--- config.mk ---
export PLATFORM = sky130hd
export DESIGN_NAME = fetch_icache
export DESIGN_NICKNAME = d
export VERILOG_FILES = /design/src/rtl/fetch_icache_pkg.sv /design/src/rtl/fetch_icache_array.sv /design/src/rtl/fetch_icache.sv
export SDC_FILE = /design/constraint.sdc
export NUM_CORES = 1
export LEC_CHECK = 0
export BUFFER_PORTS_ARGS = -buffer_cell sky130_fd_sc_hd__buf_2
export CAP_MARGIN = 20
export CORE_UTILIZATION = 55
export CTS_CLUSTER_SIZE = 14
export DETAILED_ROUTE_END_ITERATION = 8
export HOLD_SLACK_MARGIN = 0.02
export PLACE_DENSITY = 0.74
export SLEW_MARGIN = 25
export SYNTH_ARGS = -nofsm -noshare
export SYNTH_HDL_FRONTEND = slang
export SYNTH_SLANG_ARGS = --single-unit
--- constraint.sdc ---
create_clock -name clk -period 3.5 [get_ports clk]
set_clock_uncertainty 0.2 [all_clocks]
set_input_delay 0.7 -clock clk [delete_from_list [all_inputs] [get_ports clk]]
set_output_delay 0.7 -clock clk [all_outputs]
set_load 0.05 [all_outputs]
--- src/rtl/fetch_icache_pkg.sv ---
// Shared state type, bus widths and address-field helpers for the fetch-side instruction cache.
package fetch_icache_pkg;

    localparam int ADDR_W = 16;
    localparam int DATA_W = 16;

    typedef enum logic [1:0] {
        IDLE,
        LOOKUP,
        FILL,
        RESP
    } cacheState_t;

    // Fields are returned full-width; callers narrow them to the field width they need.
    function automatic logic [ADDR_W-1:0] addrTag(input logic [ADDR_W-1:0] addr,
                                                  input int idxW, input int offW);
        return addr >> (idxW + offW);
    endfunction

    function automatic logic [ADDR_W-1:0] addrIndex(input logic [ADDR_W-1:0] addr,
                                                    input int idxW, input int offW);
        return (addr >> offW) & ADDR_W'((1 << idxW) - 1);
    endfunction

    function automatic logic [ADDR_W-1:0] addrOffset(input logic [ADDR_W-1:0] addr,
                                                     input int offW);
        return addr & ADDR_W'((1 << offW) - 1);
    endfunction

    function automatic logic [ADDR_W-1:0] addrLineBase(input logic [ADDR_W-1:0] addr,
                                                       input int offW);
        return addr & ~ADDR_W'((1 << offW) - 1);
    endfunction

endpackage

--- src/rtl/fetch_icache_array.sv ---
// Direct-mapped storage: word-addressable data lines, per-line tags and a valid vector.
module fetch_icache_array
    import fetch_icache_pkg::*;
#(
    parameter int LINE_WORDS = 4,
    parameter int NUM_LINES  = 16,
    parameter int OFF_W      = $clog2(LINE_WORDS),
    parameter int IDX_W      = $clog2(NUM_LINES),
    parameter int TAG_W      = ADDR_W - IDX_W - OFF_W
) (
    input  logic              clk,
    input  logic              rst,
    input  logic [IDX_W-1:0]  rdIndex,
    input  logic [OFF_W-1:0]  rdOffset,
    input  logic [TAG_W-1:0]  rdTag,
    output logic [DATA_W-1:0] rdData,
    output logic              hit,
    input  logic              wrEn,
    input  logic [IDX_W-1:0]  wrIndex,
    input  logic [OFF_W-1:0]  wrOffset,
    input  logic [DATA_W-1:0] wrData,
    input  logic              tagWrEn,
    input  logic [IDX_W-1:0]  tagWrIndex,
    input  logic [TAG_W-1:0]  tagWrData,
    input  logic              clearAll
);

    logic [DATA_W-1:0]    dataMem [NUM_LINES*LINE_WORDS];
    logic [TAG_W-1:0]     tagMem  [NUM_LINES];
    logic [NUM_LINES-1:0] validQ;

    always_ff @(posedge clk) begin
        if (wrEn) begin
            dataMem[{wrIndex, wrOffset}] <= wrData;
        end
        if (tagWrEn) begin
            tagMem[tagWrIndex] <= tagWrData;
        end
    end

    // A line install in the same cycle as a global clear survives the clear.
    always_ff @(posedge clk) begin
        if (!rst) begin
            validQ <= '0;
        end else begin
            if (clearAll) begin
                validQ <= '0;
            end
            if (tagWrEn) begin
                validQ[tagWrIndex] <= 1'b1;
            end
        end
    end

    assign rdData = dataMem[{rdIndex, rdOffset}];
    assign hit    = validQ[rdIndex] && (tagMem[rdIndex] == rdTag);

endmodule

--- src/rtl/fetch_icache.sv ---
// Direct-mapped instruction cache between the fetch stage and a req/ack main-memory word bus.
module fetch_icache
    import fetch_icache_pkg::*;
#(
    parameter int LINE_WORDS = 4,
    parameter int NUM_LINES  = 16
) (
    input  logic              clk,
    input  logic              rst,
    input  logic              ReqValid,
    input  logic [ADDR_W-1:0] ReqAddr,
    output logic              ReqReady,
    output logic              RespValid,
    output logic [DATA_W-1:0] RespInstruct,
    input  logic              Flush,
    input  logic              Invalidate,
    output logic              MemReq,
    output logic [ADDR_W-1:0] MemAddr,
    input  logic              MemAck,
    input  logic [DATA_W-1:0] MemData
);

    localparam int OFF_W = $clog2(LINE_WORDS);
    localparam int IDX_W = $clog2(NUM_LINES);
    localparam int TAG_W = ADDR_W - IDX_W - OFF_W;

    cacheState_t stateQ, stateNext;

    logic [ADDR_W-1:0] reqAddrQ;
    logic [ADDR_W-1:0] memAddrQ;
    logic              memReqQ;
    logic              killQ;
    logic              pendInvQ;
    logic [DATA_W-1:0] lastInstrQ;

    logic [TAG_W-1:0]  reqTag;
    logic [IDX_W-1:0]  reqIdx;
    logic [OFF_W-1:0]  reqOff;
    logic [TAG_W-1:0]  memTag;
    logic [IDX_W-1:0]  memIdx;
    logic [OFF_W-1:0]  memOff;

    logic              arrayHit;
    logic [DATA_W-1:0] rdData;
    logic              accept;
    logic              fillAck;
    logic              lastAck;
    logic              respValid;
    logic              clearAll;

    assign reqTag = TAG_W'(addrTag(reqAddrQ, IDX_W, OFF_W));
    assign reqIdx = IDX_W'(addrIndex(reqAddrQ, IDX_W, OFF_W));
    assign reqOff = OFF_W'(addrOffset(reqAddrQ, OFF_W));
    assign memTag = TAG_W'(addrTag(memAddrQ, IDX_W, OFF_W));
    assign memIdx = IDX_W'(addrIndex(memAddrQ, IDX_W, OFF_W));
    assign memOff = OFF_W'(addrOffset(memAddrQ, OFF_W));

    assign accept  = ReqValid && ReqReady;
    assign fillAck = (stateQ == FILL) && memReqQ && MemAck;
    assign lastAck = fillAck && (memOff == OFF_W'(LINE_WORDS - 1));

    fetch_icache_array #(
        .LINE_WORDS (LINE_WORDS),
        .NUM_LINES  (NUM_LINES),
        .OFF_W      (OFF_W),
        .IDX_W      (IDX_W),
        .TAG_W      (TAG_W)
    ) u_array (
        .clk        (clk),
        .rst        (rst),
        .rdIndex    (reqIdx),
        .rdOffset   (reqOff),
        .rdTag      (reqTag),
        .rdData     (rdData),
        .hit        (arrayHit),
        .wrEn       (fillAck),
        .wrIndex    (memIdx),
        .wrOffset   (memOff),
        .wrData     (MemData),
        .tagWrEn    (lastAck),
        .tagWrIndex (memIdx),
        .tagWrData  (memTag),
        .clearAll   (clearAll)
    );

    always_ff @(posedge clk) begin
        if (!rst) begin
            stateQ <= IDLE;
        end else begin
            stateQ <= stateNext;
        end
    end

    always_comb begin
        stateNext = stateQ;
        unique case (stateQ)
            IDLE: begin
                if (accept) begin
                    stateNext = LOOKUP;
                end
            end
            LOOKUP: begin
                if (!arrayHit) begin
                    stateNext = FILL;
                end else if (!accept) begin
                    stateNext = IDLE;
                end
            end
            FILL: begin
                if (lastAck) begin
                    stateNext = RESP;
                end
            end
            RESP: begin
                stateNext = IDLE;
            end
            default: begin
                stateNext = IDLE;
            end
        endcase
    end

    // Flush kills the response in the cycle it arrives as well as any later one for the same request.
    always_comb begin
        ReqReady  = 1'b0;
        respValid = 1'b0;
        clearAll  = 1'b0;
        unique case (stateQ)
            IDLE: begin
                ReqReady = 1'b1;
                clearAll = Invalidate;
            end
            LOOKUP: begin
                ReqReady  = arrayHit;
                respValid = arrayHit && !(killQ || Flush);
                clearAll  = Invalidate;
            end
            FILL: begin
            end
            RESP: begin
                respValid = !(killQ || Flush);
                clearAll  = pendInvQ || Invalidate;
            end
            default: begin
            end
        endcase
    end

    always_ff @(posedge clk) begin
        if (!rst) begin
            reqAddrQ   <= '0;
            memReqQ    <= 1'b0;
            memAddrQ   <= '0;
            killQ      <= 1'b0;
            pendInvQ   <= 1'b0;
            lastInstrQ <= '0;
        end else begin
            if (accept) begin
                reqAddrQ <= ReqAddr;
                killQ    <= 1'b0;
            end else if (Flush) begin
                killQ <= 1'b1;
            end

            if (stateQ == LOOKUP && !arrayHit) begin
                memReqQ  <= 1'b1;
                memAddrQ <= addrLineBase(reqAddrQ, OFF_W);
            end else if (fillAck) begin
                if (lastAck) begin
                    memReqQ <= 1'b0;
                end else begin
                    memAddrQ <= memAddrQ + 16'd1;
                end
            end

            // Invalidates seen mid-fill are deferred until the line is installed and answered.
            if (stateQ == RESP) begin
                pendInvQ <= 1'b0;
            end else if (stateQ == FILL && Invalidate) begin
                pendInvQ <= 1'b1;
            end

            if (respValid) begin
                lastInstrQ <= rdData;
            end
        end
    end

    assign RespValid    = respValid;
    assign RespInstruct = respValid ? rdData : lastInstrQ;
    assign MemReq       = memReqQ;
    assign MemAddr      = memAddrQ;

endmodule

**Yosys cells after proc, flatten, opt, wreduce, memory -nomap -nowiden**

Memories as Yosys holds them, arrays and structs flattened. A register that Yosys moved wholly into a read port is not among the register bits.
Index checks and enable logic that the tools add are counted.

- Input bits: 38
- Register bits: 69
- RAM bits: 1,184
- Memories kept: 2
- Output and inout port bits: 35
- Logic and storage cells: 81

- Add/subtract/negate cells: 1
- Order comparisons: 3
- Muxes and demuxes: 30
- Equality and inequality tests: 9
- Reduce and logical (&&, ||, !) cells: 24
- Bitwise operators: 3

Memories:

| name | depth | bits a word | rd ports | clocked after Yosys merged registers in | wr ports | line | source |
|---|---|---|---|---|---|---|---|
| u_array.dataMem | 64 | 16 | 1 | 1 | 1 | fetch_icache_array.sv:28 | `logic [DATA_W-1:0] dataMem [NUM_LINES*LINE_WORDS];` |
| u_array.tagMem | 16 | 10 | 1 | 1 | 1 | fetch_icache_array.sv:29 | `logic [TAG_W-1:0] tagMem [NUM_LINES];` |

Operator list:

| kind | count |
|---|---|
| two-way mux 16 bit | 7 |
| adder 16 x 1 -> 16 bit (second input constant) | 1 |
| bitwise OR 16 bit | 1 |
| two-way mux 6 bit | 2 |
| equality test 10 bit | 1 |
| < comparator 4 x 5 -> 1 bit (second input constant) | 2 |
| logical AND 1 bit | 9 |
| two-way mux 1 bit | 9 |
| two-way mux 2 bit | 4 |
| two-way mux 4 bit | 2 |
| case mux 2 bit (4 select lines) | 1 |
| OR reduction 2 bit | 4 |
| equality test 2 bit (second input constant) | 3 |
| case mux 1 bit (2 select lines) | 3 |
| AND reduction 2 bit | 3 |
| binary-select mux 1 bit (select 4 bit) | 1 |
| demux 1 bit (select 4 bit) | 1 |
| >= comparator 4 x 1 -> 1 bit (second input constant) | 1 |
| inequality test 2 bit (second input constant) | 2 |
| nonzero test 2 bit | 2 |
| inequality test 3 bit (second input constant) | 1 |
| AND reduction 3 bit | 1 |
| equality test 2 x 1 -> 1 bit (second input constant) | 1 |
| zero test 1 bit | 2 |
| 4 further kinds | 6 |

**Logic depth before layout (Yosys ltp)**

- Depth in word-level cells: 8
- Gate-level depth with buffers: 13
- Mapped depth without buffers: 8

**Modules after synthesis**

Synthesis repeated with hierarchy kept, for this count alone.

- Cell total of the unflattened synthesis: 2,142
- Area, all modules: 48,494.0 um2

Modules (own cells, without submodules):

| module | cells an instance | area an instance (um2) | sequential area each (um2) | times used |
|---|---|---|---|---|
| fetch_icache_array | 1,911 | 46,180.5 | 35,874.4 | 1 |
| fetch_icache | 231 | 2,313.5 | 1,061.0 | 1 |

**Least setup slack after synthesis**

No wires, ideal clock.

- Path kind: register to output
- Start point: register with a tool-made name
- End point: output port RespInstruct[0]
- Stages on the path, launching flop included: 9
- Path buffers: 3
- Data required time: 2.600 ns
- Data arrival time: 3.091 ns
- Slack: -0.491 ns
- Cell sequence: dfxtp_1 > clkbuf_1 > buf_2 > buf_1 > mux4_2 > mux4_2 > mux4_2 > nand3_1 > nand2_1

RTL lines:

| element | line | source |
|---|---|---|
| end, declared | fetch_icache.sv:14 | `output logic [DATA_W-1:0] RespInstruct,` |

==> run metrics <==
outcome complete, but fails checks; failing checks negative setup slack; Die Footprint between 80000 and 90000 um^2; Total Negative Setup Slacks -21400 ps; residual antenna-violating net count after detailed routing 0; clock sinks 1259; achievable clock frequency 218 MHz; crit path time final 4590 ps; number of warnings issued by yosys 0; routed len/inst between 30 and 40 um; main area contributors after synthesis sky130_fd_sc_hd__edfxtp_1 (73%), sky130_fd_sc_hd__mux4_2 (17%), sky130_fd_sc_hd__dfxtp_1 (3.1%); global-route wire length before repair 170000 um; count of mapped cells out of synthesis about 2200; CTS Hold Buffers Added 0; number of global-route vias before repair 24800; CP Max Fanout 15; core region area 87000 um^2; CP required 2600 ps; TritonCTS buffer count about 120; placed cells 3485; DP Wirelength between 60000 and 70000 um; number of H-tree levels 3; final worst path period share 1.31; clock latency of the later-clocked register in the worst-skew pair 700 ps; Area Overhead vs Synth 17.0%; number of cells on the worst reg-to-reg path 16; reg-to-reg slack, setup -200 ps; Initial DRC Count 2750; per-cell via count in the routed design about 6.4; post-route insts no fill 3742; class of the most critical hold timing path in2reg; pwr/cell area 556 nW/um^2; vias after detailed routing 24000; prevailing post-synth register cell sky130_fd_sc_hd__edfxtp_1; Worst Min Path Start ReqAddr[10]; Buffers on Ports about 70; final weighted congestion in routability-driven placement 0.852; cell at the root of the clock tree sky130_fd_sc_hd__clkbuf_16; hold violation total from the final report 0; critical path data arrival time roughly 3700 ps; synthesized area divided by synthesized cell count 22.4 um^2; maximum vdd ir drop 646 uV; die extent in x 299 um; cell depth of the worst hold path 3; fin nets between 2000 and 3000; Startpoint Class flop; detailed-router iteration count before antenna repair 6; initial antenna violation count 2; overflow left after global routing 0; final wirelength 118000 um; sequential element share of the synthesized area 0.765; maximum root-to-sink buffer count 3; proportion of synthesized flip-flops having asynchronous set or reset 0; Max Transition Viols Final 0; worst max-slew margin expressed relative to the limit 0.439; net count after synthesis 2201; register bit count reported by yosys 1259; total leakage power 18.1 nW; number of enable-type register cells in the synthesized netlist 1184; Clock Pin Slew Worst Setup and Hold Paths around 60 ps; Synth top area share 0.734; Post-route DRC 0; clock tree from TritonCTS built; Slew @ Worst Pin 839 ps; terminating pin of the worst hold path reqAddrQ[10]; cell area after synthesis between 40000 and 50000 um^2; pin count of the biggest net entering global routing 65; overall routing resource usage 0.268; initial standard-cell utilization of the core 0.557; sort of element at the end of the critical path output pin; share of post-route cells with drive strength above 1 0.371; final number of setup-violating endpoints 42; post-route setup slack -1090 ps; Yosys top cell by area sky130_fd_sc_hd__edfxtp_1; max-capacitance violation count 0; critical path start-end classification reg2out; io pins 73; Core Rows roughly 110; number of distinct library cells after synthesis 55; floorplan die height 299 um; setup repair after global routing missed its margin yes
-- per-stage QoR --
stage | util | hold slack, ps | power, mW | instance area, um^2 | worst slack, ps
detailed placement | 0.598 | 266 | 18.8 | 52000 | -444
CTS | 0.649 | 30.4 | 31.6 | 56500 | -1100
global route | 0.652 | 47.3 | 32.3 | 56700 | -1230
global placement | 0.598 | 242 | 18.8 | 52000 | -394
finish | 0.652 | 58.8 | 31.5 | 56700 | -1090
floorplan | - | 236 | 18.0 | 48700 | -129
-- cells in the final DEF (no fill, tap or decap), drive strengths merged, types with 2 or more instances in the layout --
cell type	n
nand4	3
buf	309
clkinv	51
nand3b	3
clkinvlp	4
a211oi	2
nor2	113
mux4	376
bufbuf	2
and3	2
a21oi	37
inv	4
o21a	3
xor2	16
clkbuf	155
nand2	77
dfxtp	75
o21ai	16
nand3	28
and2	5
or2	2
xnor2	7
bufinv	12
nand2b	5
o22ai	9
mux2i	50
a31oi	2
or3	2
nor3	4
nor2b	7
mux2	4
edfxtp	1184
diode	4
-- worst max-delay path by stage --
stage / endpoint / slack, ps
detailed placement: RespInstruct[0] / -440
finish: RespInstruct[6] / -1090
global route: RespInstruct[10] / -1230
floorplan: RespInstruct[11] / -130
global placement: RespInstruct[0] / -390
CTS: RespInstruct[10] / -1100
-- power by group --
group / switching (mW) / internal (mW) / total [mW] / leakage (nW)
sequential: 0.0623 / 16.5 / 16.5 / 11.5
combinational: 1.17 / 0.985 / 2.16 / 4.73
clock: 5.56 / 7.29 / 12.9 / 1.91
total: 6.79 / 24.7 / 31.5 / 18.1
-- cells in the mapped netlist (2+ instances only) --
master                     instances
sky130_fd_sc_hd__edfxtp_1       1184
sky130_fd_sc_hd__mux4_2          367
sky130_fd_sc_hd__nor2_1          112
sky130_fd_sc_hd__nand2_1          77
sky130_fd_sc_hd__dfxtp_1          75
sky130_fd_sc_hd__clkbuf_1         68
sky130_fd_sc_hd__mux2i_1          50
sky130_fd_sc_hd__a21oi_1          37
sky130_fd_sc_hd__nand3_1          28
sky130_fd_sc_hd__buf_1            22
sky130_fd_sc_hd__xor2_1           16
sky130_fd_sc_hd__buf_2            13
sky130_fd_sc_hd__o21ai_0          13
sky130_fd_sc_hd__mux4_1            9
sky130_fd_sc_hd__o22ai_1           9
sky130_fd_sc_hd__nor2b_1           7
sky130_fd_sc_hd__xnor2_1           7
sky130_fd_sc_hd__buf_6             6
sky130_fd_sc_hd__nand2b_1          5
sky130_fd_sc_hd__buf_4             4
sky130_fd_sc_hd__mux2_2            4
sky130_fd_sc_hd__nand3b_1          3
sky130_fd_sc_hd__o21a_1            3
sky130_fd_sc_hd__o21ai_1           3
sky130_fd_sc_hd__a31oi_1           2
sky130_fd_sc_hd__and2_1            2
sky130_fd_sc_hd__and3_1            2
sky130_fd_sc_hd__buf_12            2
sky130_fd_sc_hd__nand4_1           2
sky130_fd_sc_hd__nor3_1            2
sky130_fd_sc_hd__nor3_2            2
sky130_fd_sc_hd__or2_2             2
sky130_fd_sc_hd__or3_1             2
-- sequential cells by signal, indices dropped and copies added, names as in the netlist, named ones only --
register         cells
reqAddrQ            16
u_array.tagMem     160
stateQ               1
lastInstrQ          16
u_array.validQ      16
u_array.dataMem   1024
killQ                1
MemReq               1
pendInvQ             1
MemAddr             16
-- kinds of logic (layout without fill, tap and decap cells) --
family	count (synthesis)	after routing	share of synthesized area
buffers and inverters	118	537	0.0116
other	0	4	0
AOI/OAI and AO/OA	78	78	0.0101
muxes	430	430	0.187
and+or+nand+nor	253	255	0.0227
DFF	1259	1259	0.765
adders and majority gates	1	1	0.000258
xor gates and xnor gates	23	23	0.00416
-- metal layers --
metal  routed length [um]  vias up  GRT usage
met5                   13        -          0
li1                     -     9721          -
met3                11800      260     0.0651
met4                 4470        2     0.0923
met2                59100     1375      0.442
met1                43100    12700      0.351
-- worst max-delay path: stages, from the launching register on --
cell and delay (ps):
sky130_fd_sc_hd__dfxtp_4 400, sky130_fd_sc_hd__buf_12 140, sky130_fd_sc_hd__buf_4 110, sky130_fd_sc_hd__mux4_2 480, sky130_fd_sc_hd__mux4_2 540, sky130_fd_sc_hd__xor2_4 220, sky130_fd_sc_hd__nor2_4 170, sky130_fd_sc_hd__a41oi_4 140
sky130_fd_sc_hd__buf_12 190, sky130_fd_sc_hd__buf_4 160, sky130_fd_sc_hd__o21ai_2 190, sky130_fd_sc_hd__nand2_4 80, sky130_fd_sc_hd__buf_12 150
-- repair_timing --
item                       CTS  global route
gates cloned                 4             3
setup endpoints to repair   27            57
buffers inserted            19             3
gates resized for setup     63            39
pin swaps                    4             4
-- final cells by class --
type	count	area, um^2
Inverter	1	3.75
Multi-Input combinational cell	787	11300
Tap cell	1155	1450
Clock inverter	70	723
Antenna cell	4	10.0
Sequential cell	1259	37100
Fill cell	5515	30300
Clock buffer	154	3170
Timing Repair Buffer	312	3010
Note: power is estimated with default switching activity, not from simulation.
